## config.mk

```make
export PLATFORM = sky130hd
export DESIGN_NAME = fifo_wr_arbiter
export DESIGN_NICKNAME = d
export VERILOG_FILES = /design/src/rtl/fifo_wr_arbiter.sv
export SDC_FILE = /design/constraint.sdc
export NUM_CORES = 1
export LEC_CHECK = 0
export CAP_MARGIN = 30
export CORE_MARGIN = 1
export CORE_UTILIZATION = 36
export DETAILED_ROUTE_END_ITERATION = 8
export PLACE_DENSITY_LB_ADDON = 0.2
export SLEW_MARGIN = 20
export SYNTH_ARGS = -nofsm -noshare
export SYNTH_HDL_FRONTEND = slang
export SYNTH_SLANG_ARGS = --single-unit
```

## constraint.sdc

```tcl
create_clock -name W_CLK -period 2.3 [get_ports W_CLK]
set_clock_uncertainty 0.15 [all_clocks]
set_input_delay 0.23 -clock W_CLK [delete_from_list [all_inputs] [get_ports W_CLK]]
set_output_delay 0.23 -clock W_CLK [all_outputs]
set_load 0.03 [all_outputs]
```

## src/rtl/fifo_wr_arbiter.sv

```systemverilog
// Round-robin arbiter sharing the FIFO write port among NUM_REQ write-domain requesters.
// Each grant is a burst of up to BURST_LEN words; FULL stalls the burst without losing the grant.
//
// state | meaning
// IDLE  | no grant; pick the next requester after LAST, grant it at the next edge
// BURST | requester g owns the write port; a word moves whenever REQ[g] & ~FULL
module fifo_wr_arbiter #(
    parameter int Data_width = 8,
    parameter int NUM_REQ    = 4,
    parameter int BURST_LEN  = 4
) (
    input  logic                          W_CLK,
    input  logic                          W_RST,
    input  logic [NUM_REQ-1:0]            REQ,
    input  logic [NUM_REQ*Data_width-1:0] REQ_DATA,
    input  logic                          FULL,
    output logic [NUM_REQ-1:0]            GNT,
    output logic [NUM_REQ-1:0]            ACK,
    output logic                          W_INC,
    output logic [Data_width-1:0]         WR_DATA,
    output logic                          BUSY
);

    localparam int IW = (NUM_REQ > 1) ? $clog2(NUM_REQ) : 1;
    localparam int CW = (BURST_LEN > 1) ? $clog2(BURST_LEN) : 1;
    localparam logic [CW-1:0] CNT_LAST = CW'(BURST_LEN - 1);
    localparam logic [IW-1:0] IDX_LAST = IW'(NUM_REQ - 1);

    typedef enum logic [0:0] {
        IDLE  = 1'b0,
        BURST = 1'b1
    } state_t;

    state_t               state, state_nxt;
    logic [NUM_REQ-1:0]   gnt, gnt_nxt;
    logic [IW-1:0]        g_idx, g_nxt;
    logic [IW-1:0]        last, last_nxt;
    logic [CW-1:0]        count, count_nxt;

    logic [IW-1:0]        sel_idx;
    logic [IW-1:0]        sel_hi;
    logic [IW-1:0]        sel_lo;
    logic                 found_hi;
    logic                 req_g;
    logic                 xfer;

    // Round-robin search: lowest requester above LAST wins, else wrap to the lowest at or below it.
    always_comb begin
        found_hi = 1'b0;
        sel_hi   = '0;
        sel_lo   = '0;
        for (int i = NUM_REQ - 1; i >= 0; i--) begin
            if (REQ[i]) begin
                if (IW'(i) > last) begin
                    found_hi = 1'b1;
                    sel_hi   = IW'(i);
                end else begin
                    sel_lo = IW'(i);
                end
            end
        end
        sel_idx = found_hi ? sel_hi : sel_lo;
    end

    // gnt is zero outside BURST, so req_g/xfer need no separate state qualifier for ACK.
    assign BUSY  = (state == BURST);
    assign req_g = |(REQ & gnt);
    assign xfer  = BUSY & req_g & ~FULL;
    assign W_INC = xfer;
    assign ACK   = xfer ? gnt : '0;
    assign GNT   = gnt;

    always_comb begin
        WR_DATA = '0;
        for (int i = 0; i < NUM_REQ; i++) begin
            if (xfer && (g_idx == IW'(i))) begin
                WR_DATA = REQ_DATA[i*Data_width +: Data_width];
            end
        end
    end

    always_ff @(posedge W_CLK or negedge W_RST) begin
        if (!W_RST) begin
            state <= IDLE;
            gnt   <= '0;
            g_idx <= '0;
            last  <= IDX_LAST;
            count <= '0;
        end else begin
            state <= state_nxt;
            gnt   <= gnt_nxt;
            g_idx <= g_nxt;
            last  <= last_nxt;
            count <= count_nxt;
        end
    end

    always_comb begin
        state_nxt = state;
        gnt_nxt   = gnt;
        g_nxt     = g_idx;
        last_nxt  = last;
        count_nxt = count;
        case (state)
            IDLE: begin
                if (|REQ) begin
                    state_nxt = BURST;
                    gnt_nxt   = {{(NUM_REQ-1){1'b0}}, 1'b1} << sel_idx;
                    g_nxt     = sel_idx;
                    count_nxt = '0;
                end
            end
            BURST: begin
                // A FULL stall (req_g & FULL) falls through with everything held.
                if (!req_g || (xfer && (count == CNT_LAST))) begin
                    state_nxt = IDLE;
                    gnt_nxt   = '0;
                    last_nxt  = g_idx;
                    count_nxt = '0;
                end else if (xfer) begin
                    count_nxt = count + CW'(1);
                end
            end
            default: begin
                state_nxt = IDLE;
                gnt_nxt   = '0;
                count_nxt = '0;
            end
        endcase
    end

    a_no_write_when_full : assert property (@(posedge W_CLK) disable iff (!W_RST) !(W_INC && FULL));
    a_gnt_onehot0        : assert property (@(posedge W_CLK) disable iff (!W_RST) $onehot0(GNT));

endmodule

```

Word level (Yosys, flattened, before mapping)
Cells that the tools add are included.

Input port bits: 39. Output and inout port bits: 18. Word-level logic and storage cells: 77. Bits in registers: 11.

Equal/unequal tests: 7. Multiplexer cells: 40. Bitwise operators: 5. $lt $le $gt $ge: 4. Shift-type cells: 1. $add $sub $neg: 1. Reductions and logical operators: 14.

Operator list (count): 2-to-1 mux 2 bit (20); 2-to-1 mux 8 bit (4); 2-to-1 mux 4 bit (3); 2-to-1 mux 1 bit (10); one-hot mux 4 bit (2 select lines) (1); AND reduction 2 bit (4); OR reduction 4 bit (2); == test 2 bit (second input constant) (3); logical AND 1 bit (5); bitwise AND 4 bit (1); > comparator 1 x 2 -> 1 bit (first input constant) (2); > comparator 2 bit (first input constant) (2); one-hot mux 2 bit (2 select lines) (1); left shift 1 x 2 -> 4 bit (first input constant) (1); inequality test 3 x 1 -> 1 bit (second input constant) (1); adder 2 x 1 -> 2 bit (second input constant) (1); bitwise AND 1 bit (2); == test 2 x 1 -> 1 bit (second input constant) (1); zero test 2 bit (1); inequality test 2 x 1 -> 1 bit (second input constant) (1); inequality test 2 bit (second input constant) (1); NOT 1 bit (2); one-hot mux 1 bit (2 select lines) (1); zero test 1 bit (1); logical OR 1 bit (1).

Depth between registers and ports, before layout
Depth in word-level cells: 13. Depth in mapped cells: 5. Gate-level depth less buffers: 5.

Least setup slack after synthesis
OpenSTA, ideal clock, no wires.

Path type: flip-flop to output port. From: register state (netlist: BUSY). To: output port WR_DATA[0]. Buffers on the path: 1. Setup slack: 0.279 ns. Required time: 1.920 ns. Stages on the path, launching flop included: 5. Arrival time: 1.641 ns. Path through: dfrtp_1 > inv_2 > a211oi_2 > buf_2 > and2_1.

Word-level cells in the longest chain between the ends: 7. Elaborated cells between the ends (all ways): 10. Classes of those cells: 4 x mux; 2 x bitwise; 4 x reduce/logical.

Ends and longest elaborated chain: from (decl) (RTL line 34) `state_t state, state_nxt;`; from (signal assigned) (RTL line 90) `state <= state_nxt;`; bitwise AND 1 bit * (2 in series) (RTL line 68) `assign xfer = BUSY & req_g & ~FULL;`; named net W_INC (RTL line 19) `output logic W_INC,`; logical AND 1 bit (RTL line 76) `if (xfer && (g_idx == IW'(i))) begin`; 2-to-1 mux 8 bit (3 in series) (RTL line 76); 2-to-1 mux 8 bit * (RTL line 76); to (decl) (RTL line 20) `output logic [Data_width-1:0] WR_DATA,`.

Mark *: on every way through the listed nets, which the timed path passes. The rest lies on a longest branch.

Final worst setup path
From: input port REQ[1]. To: output port ACK[1].

Word-level cells in the longest chain between the ends: 5.

Ends and longest elaborated chain: from (decl) (RTL line 14) `input logic [NUM_REQ-1:0] REQ,`; bitwise AND 4 bit (RTL line 67) `assign req_g = |(REQ & gnt);`; OR reduction 4 bit (RTL line 67); bitwise AND 1 bit (2 in series) (RTL line 68); 2-to-1 mux 4 bit (RTL line 70) `assign ACK = xfer ? gnt : '0;`; to (decl) (RTL line 18) `output logic [NUM_REQ-1:0] ACK,`.

No other way between the ends.

==> flow_summary.toml <==
[timing]
min_period_ns = 2.14
max_slew.worst_pin.slew_ns = 0.468
max-slew-margin-rel_pct = 68.7
fin_worst_hold_slack_ns = 0.116
min_period_over_period_pct = 93.0
maxSlewViolCount = 0
setup-violations-final = 0
tns_ns = 0
fmax_mhz = 467
finalHoldViolations = 0
rsz0062_at_grt = "no"

[place]
postPlaceCellArea_mm2 = 0.00147
post-dp-hpwl_mm = 2.01
count_of_input_and_output_buffers = 56
placed_cells = 164
routabilityCongestion = 0.909

[synthesis]
synth_compound_gate_area_share_pct = 22.5
syn-num-nets = 122
synth_area_leader_cell = "sky130_fd_sc_hd__dfrtp_1"
synth-seq-area-share_pct = 30.6
syn_avg_cell_area_um2 = 11.1
ys.flop_type = "sky130_fd_sc_hd__dfrtp_1"
syn-cell-area_um2 = 908
synth.distinct_cells = 34
yosys-top-cells-area = "sky130_fd_sc_hd__dfrtp_1 25%, sky130_fd_sc_hd__mux4_2 20%, sky130_fd_sc_hd__and2_1 8.3%"
syn-instance-count = 82
synth_top_family_by_area = "multiplexers"
synth-async-reset-ratio_pct = 100
number_of_flops_mapped_to_enable_cells_by_yosys = 0
synth_fa_ha_area_share_pct = 1.38
post_synth_and_or_nand_nor_area_fraction_pct = 17.8
post_synth_xor_area_fraction_pct = 0
share_of_cell_area_taken_by_muxes_after_synthesis_pct = 24.5
flops_latches_synth = 11
yosys_warnings = 0
synth_top_area_share_pct = 24.8

[clock_tree]
cts.hold.buffers_added = 0
worst_setup_hold_path_clk_slew_ns = 0.07
insertion_delay_ns = 0.28
clk_root_buffer_cell = "sky130_fd_sc_hd__clkbuf_4"
cts_tree = "built"
clock_path_buffers = 2
clock_sink_count = 11
htreeDepth = 1
total_cts_buffers = 3

[worst_setup_path]
rrSetupSlack_ns = 0.57
timing.critical_path.mode_cell = "sky130_fd_sc_hd__buf_4"
timing.critical_path.buf_inv = 3
cp_max_fo = 13
crit_path_capture_type = "output port"
critical-path-slowest-cell = "sky130_fd_sc_hd__clkdlybuf4s50_1"
kind_of_cell_adding_the_most_delay_to_the_critical_path = "buffers and inverters"
worst_ep_required_ns = 1.92
critical_path.cell_chain = "clkdlybuf4s50_1 -> a22oi_1 -> a211oi_2 -> buf_4 -> and2_1 -> buf_4"
start_kind = "input pin"
regToRegStartpoint = "GNT[0]"
reg2reg_depth = 4
critPathMaxStageDelay_ns = 0.49
cp_data_arrival_time_ns = 1.76
rr_endpoint = "GNT[3]"
timing.setup.critical_path_class = "input pin to output port"

[final_layout]
antenna_cells = 0
area_growth_syn_to_layout_pct = 64.7
stdcell_count = 168
num-fill-cells = 191
nets = 181
post_layout_instance_area_mm2 = 0.00150
proportion_of_layout_cells_with_a_drive_suffix_above_1_pct = 27.1

[die]
design.portCount = 57
num_rows = 17
effective_utilization_at_floorplan_pct = 39.5
die_height_um = 52.2
fp.coreArea_mm2 = 0.00230
chipWidth_um = 52.2
die-area_mm2 = 0.00273

[power]
power.density_mw_per_mm2 = 974
net-switching-power_w = 0.000638
internal_power_summed_over_all_cells_w = 0.000820
p_leak_nw = 0.610
power.share.combinational_pct = 58.8
vdd_ir_drop_max_uv = 668
p_seq_share_pct = 31.7
total_power_w = 0.00146
power.share.switching_pct = 43.8
clkPwrFrac_pct = 9.5

[global_route]
globalRoute.totalOverflow = 0
first_global_vias = 869
grt_antenna_before_repair = 0
wire_length_of_the_first_global_routing_pass_mm = 3.97
global_route.usage.total_pct = 19.6
grt_start_max_net_pins = 14

[hold_path]
hold_path_class = "input pin to asynchronous set/reset pin"

[detailed_routing]
drt_wl_total_mm = 2.49
detail_route.iter0.violations = 18
average_detailed_routed_wire_length_per_instance_um = 14.8
drt_pass1_iterations = 4
ant_nets = 0
drc = 0
vias = 924
via_per_inst = 5.50

[outcome]
run_status = "finished, final reports clean"

[job]
max_cap_check_violation_count = 0
layer usage:
| layer | share of wire, % | global-route usage, % |
|---|---|---|
| met1 | 44 | 26.1 |
| met2 | 46 | 32.5 |
| met3 | 8.8 | 3.48 |
| met4 | 1.0 | 5.26 |
| met5 | 0 | 0 |
logic make-up (layout without fill, tap and decap cells):
kind of cell	count (synthesis)	count (layout)
DFF	11	11
muxes	12	12
and+or+nand+nor	27	27
adders and majority gates	1	1
AOI/OAI and AO/OA	24	24
buffers and inverters	7	65
cell usage after synthesis, types with 2 or more instances:
cell type / count
sky130_fd_sc_hd__mux2_1: 2
sky130_fd_sc_hd__buf_2: 2
sky130_fd_sc_hd__a22o_1: 3
sky130_fd_sc_hd__mux2i_1: 2
sky130_fd_sc_hd__a21oi_1: 6
sky130_fd_sc_hd__dfrtp_1: 9
sky130_fd_sc_hd__nor2_1: 3
sky130_fd_sc_hd__dfstp_2: 2
sky130_fd_sc_hd__inv_1: 2
sky130_fd_sc_hd__a211oi_1: 2
sky130_fd_sc_hd__nand2b_1: 5
sky130_fd_sc_hd__o21ai_0: 3
sky130_fd_sc_hd__nand2_1: 2
sky130_fd_sc_hd__and2_1: 12
sky130_fd_sc_hd__mux4_2: 8
stage by stage:
step                worst slack (ns)  util, %
finish                         0.160     65.1
global route                  0.0726     65.1
CTS                           0.0347     65.1
detailed placement             0.188     63.9
global placement               0.231     63.9
floorplan                      0.279        -
registers in the layout (all words and copies together) (netlist names):
register	cells
GNT	4
BUSY	1
g_idx	2
last	2
count	2
worst max-delay path by stage:
| stage | from | endpoint | slack [ns] | cells after the start |
|---|---|---|---|---|
| after floorplan | BUSY | WR_DATA[0] | 0.28 | 4 |
| after global placement | REQ[1] | ACK[0] | 0.23 | 6 |
| after detailed placement | REQ[1] | ACK[1] | 0.19 | 6 |
| after CTS | g_idx[0] | WR_DATA[7] | 0.03 | 3 |
| after global routing | REQ[3] | WR_DATA[4] | 0.07 | 6 |
| final | REQ[1] | ACK[1] | 0.16 | 6 |
placed cells by master, fill, tap and decap left out, types with 2 or more instances in the layout:
cell                              instances
sky130_fd_sc_hd__clkbuf_4                 3
sky130_fd_sc_hd__and2_1                  12
sky130_fd_sc_hd__nand2b_1                 5
sky130_fd_sc_hd__mux4_2                   8
sky130_fd_sc_hd__clkdlybuf4s50_1         43
sky130_fd_sc_hd__o21ai_0                  3
sky130_fd_sc_hd__dfrtp_1                  8
sky130_fd_sc_hd__buf_4                   15
sky130_fd_sc_hd__mux2i_1                  2
sky130_fd_sc_hd__inv_1                    2
sky130_fd_sc_hd__a211oi_1                 2
sky130_fd_sc_hd__mux2_1                   2
sky130_fd_sc_hd__nand2_1                  2
sky130_fd_sc_hd__a21oi_1                  6
sky130_fd_sc_hd__dfstp_2                  2
sky130_fd_sc_hd__nor2_1                   3
sky130_fd_sc_hd__a22o_1                   3
power by group through the flow:
stage / Combinational (W) / Clock (W) / Sequential (W)
finish: 0.000858 / 0.000138 / 0.000462
global route: 0.000919 / 0.000148 / 0.000487
CTS: 0.000861 / 0.000138 / 0.000464
detailed placement: 0.000855 / 0 / 0.000468
global placement: 0.000840 / 0 / 0.000466
floorplan: 0.000594 / 0 / 0.000434
area by class of cell:
type | instances | area (um^2) | share of cell area (%)
clock buffers | 3 | 22.5 | 1.51
clock inverters | 1 | 5.00 | 0.334
inverters | 3 | 11.3 | 0.753
multi-input cells | 64 | 601 | 40.1
flip-flops and latches | 11 | 279 | 18.6
well taps | 28 | 35.0 | 2.34
repair buffers | 58 | 543 | 36.3
repair_timing:
item                                    4_1_cts  5_1_grt
buffers inserted                              0        0
endpoints found under the setup margin        0        8
gates resized for setup                       0        1
No activity file was read; power rests on OpenSTA's default activity.
==> RTL change, RTL diff (same settings) <==
`Data_width`: 8 -> 10.
--- a/src/rtl/fifo_wr_arbiter.sv
+++ b/src/rtl/fifo_wr_arbiter.sv
@@ -6,5 +6,5 @@
 // BURST | requester g owns the write port; a word moves whenever REQ[g] & ~FULL
 module fifo_wr_arbiter #(
-    parameter int Data_width = 8,
+    parameter int Data_width = 10,
     parameter int NUM_REQ    = 4,
     parameter int BURST_LEN  = 4
Interface: changed (resized REQ_DATA and WR_DATA); port bits go from 57 to 67. No check against the original RTL was run, so the function may have changed too.
==> RTL change against the original RTL <==
  * Total power is 7.1% higher
  * First-iteration DRC count is 39% lower
  * Design area is 11% higher
  * Wire length is 19% higher
  * Setup slack better by 8.4 ps
  * Sequential cell count stayed put
  * Area after synthesis is 7.3% higher
==> RTL change: results (changes against the original RTL) <==
Peak VDD IR: 873 uV (+31%)
hold slack: 139 ps (+23.3 ps)
worst setup path start: g_idx[0]$_DFFE_PN0P_
Reg-to-Reg Start: last[1]$_DFFE_PN1P_
Pint: 874 uW (+6.6%)
share of cells above drive strength 1: 0.266 (-0.00519)
Critical Path End: WR_DATA[8]
syn avg cell area: 11.3 um2 (+2.3%)
crit path max fanout: 12 (-1)
Clock power frac: 0.090 (-0.005)
first-pass GRT wire length: 4230 um (+6.6%)
seq pwr: 482 uW (+4.3%)
multiplexer area fraction after synthesis: 0.275 (+0.0295)
multi-input logic area: 664 um2 (+11%)
status: completed
sequential area share after synthesis: 0.285 (-0.0208)
syn_nets: 134 (+9.8%)
clock network share of area: 0.0159 (-0.00253)
Layout clock buffers: 4 (+1)
GPL Wtd Cong: 0.750 (-17%)
leakage power total: 0.000665 uW (+9.0%)
Crit-path slowest cell: dfrtp_2
Yosys cell types: 32 (-5.9%)
Via density: 5.29 (-3.9%)
post-synthesis compound-gate area fraction: 0.214 (-0.0101)
Final Util: 0.657 (+0.00533)
vias in the first global route: 930 (+7.0%)
final std cells w/o fill: 184 (+9.5%)
synth top area cells: dfrtp_1 (23%), mux4_2 (23%), and2_1 (9.6%)
adder-cell area share of the yosys netlist: 0.0128 (-0.000937)
FF+latch count: 11 (unchanged)
FF-to-FF setup slack: 550 ps (-20 ps)
initial detailed-routing violation count: 11 (-7)
largest net degree at the start of global routing: 13 (-1)
filler cell count: 214 (+12%)
Rel. slew slack: 0.655 (-0.0322)
Tmin final: 2130 ps (-8.44 ps)
row cnt: 18 (+1)
Pwr per Cell Area: 942 nW/um2 (-3.3%)
FF-to-FF End: GNT[0]$_DFFE_PN0P_
Total Routing Usage GR: 0.204 (+0.00853)
DP Area: 1630 um2 (+11%)
Net count, final: 203 (+12%)
Wirelength per Cell: 16.1 um (+8.8%)
synth cell count leaders: and2_1 (15), mux4_2 (10), dfrtp_1 (9)
==> RTL change: cell count changes after synthesis, sizes merged <==
cell,delta
clkbuf,+1
and2,+2
nor2b,+1
and2b,-1
mux4,+2
buf,-1
==> RTL change: layer usage <==
layer / global-route usage / up-vias / share of wire / wire [um]
met2: 0.372 / 36 / 0.53 / 1580
met5: 0 / - / 0 / 0
met1: 0.239 / 465 / 0.39 / 1150
met3: 0.0452 / 2 / 0.075 / 223
met4: 0.0513 / 0 / 0.0071 / 21
li1: - / 470 / - / -
==> RTL change: cell families (layout without fill, tap and decap cells) <==
logic type / Yosys count / count (layout)
adder cells (fa/ha/maj): 1 / 1
AO/OA/AOI/OAI: 24 / 24
buffers and inverters: 7 / 75
AND/OR/NAND/NOR: 29 / 29
multiplexers: 14 / 14
flip-flops: 11 / 11
==> RTL change: repair_timing <==
item	in CTS	in global routing
endpoints found under the setup margin	10	0
gates resized for setup	1	0
hold buffers	0	0
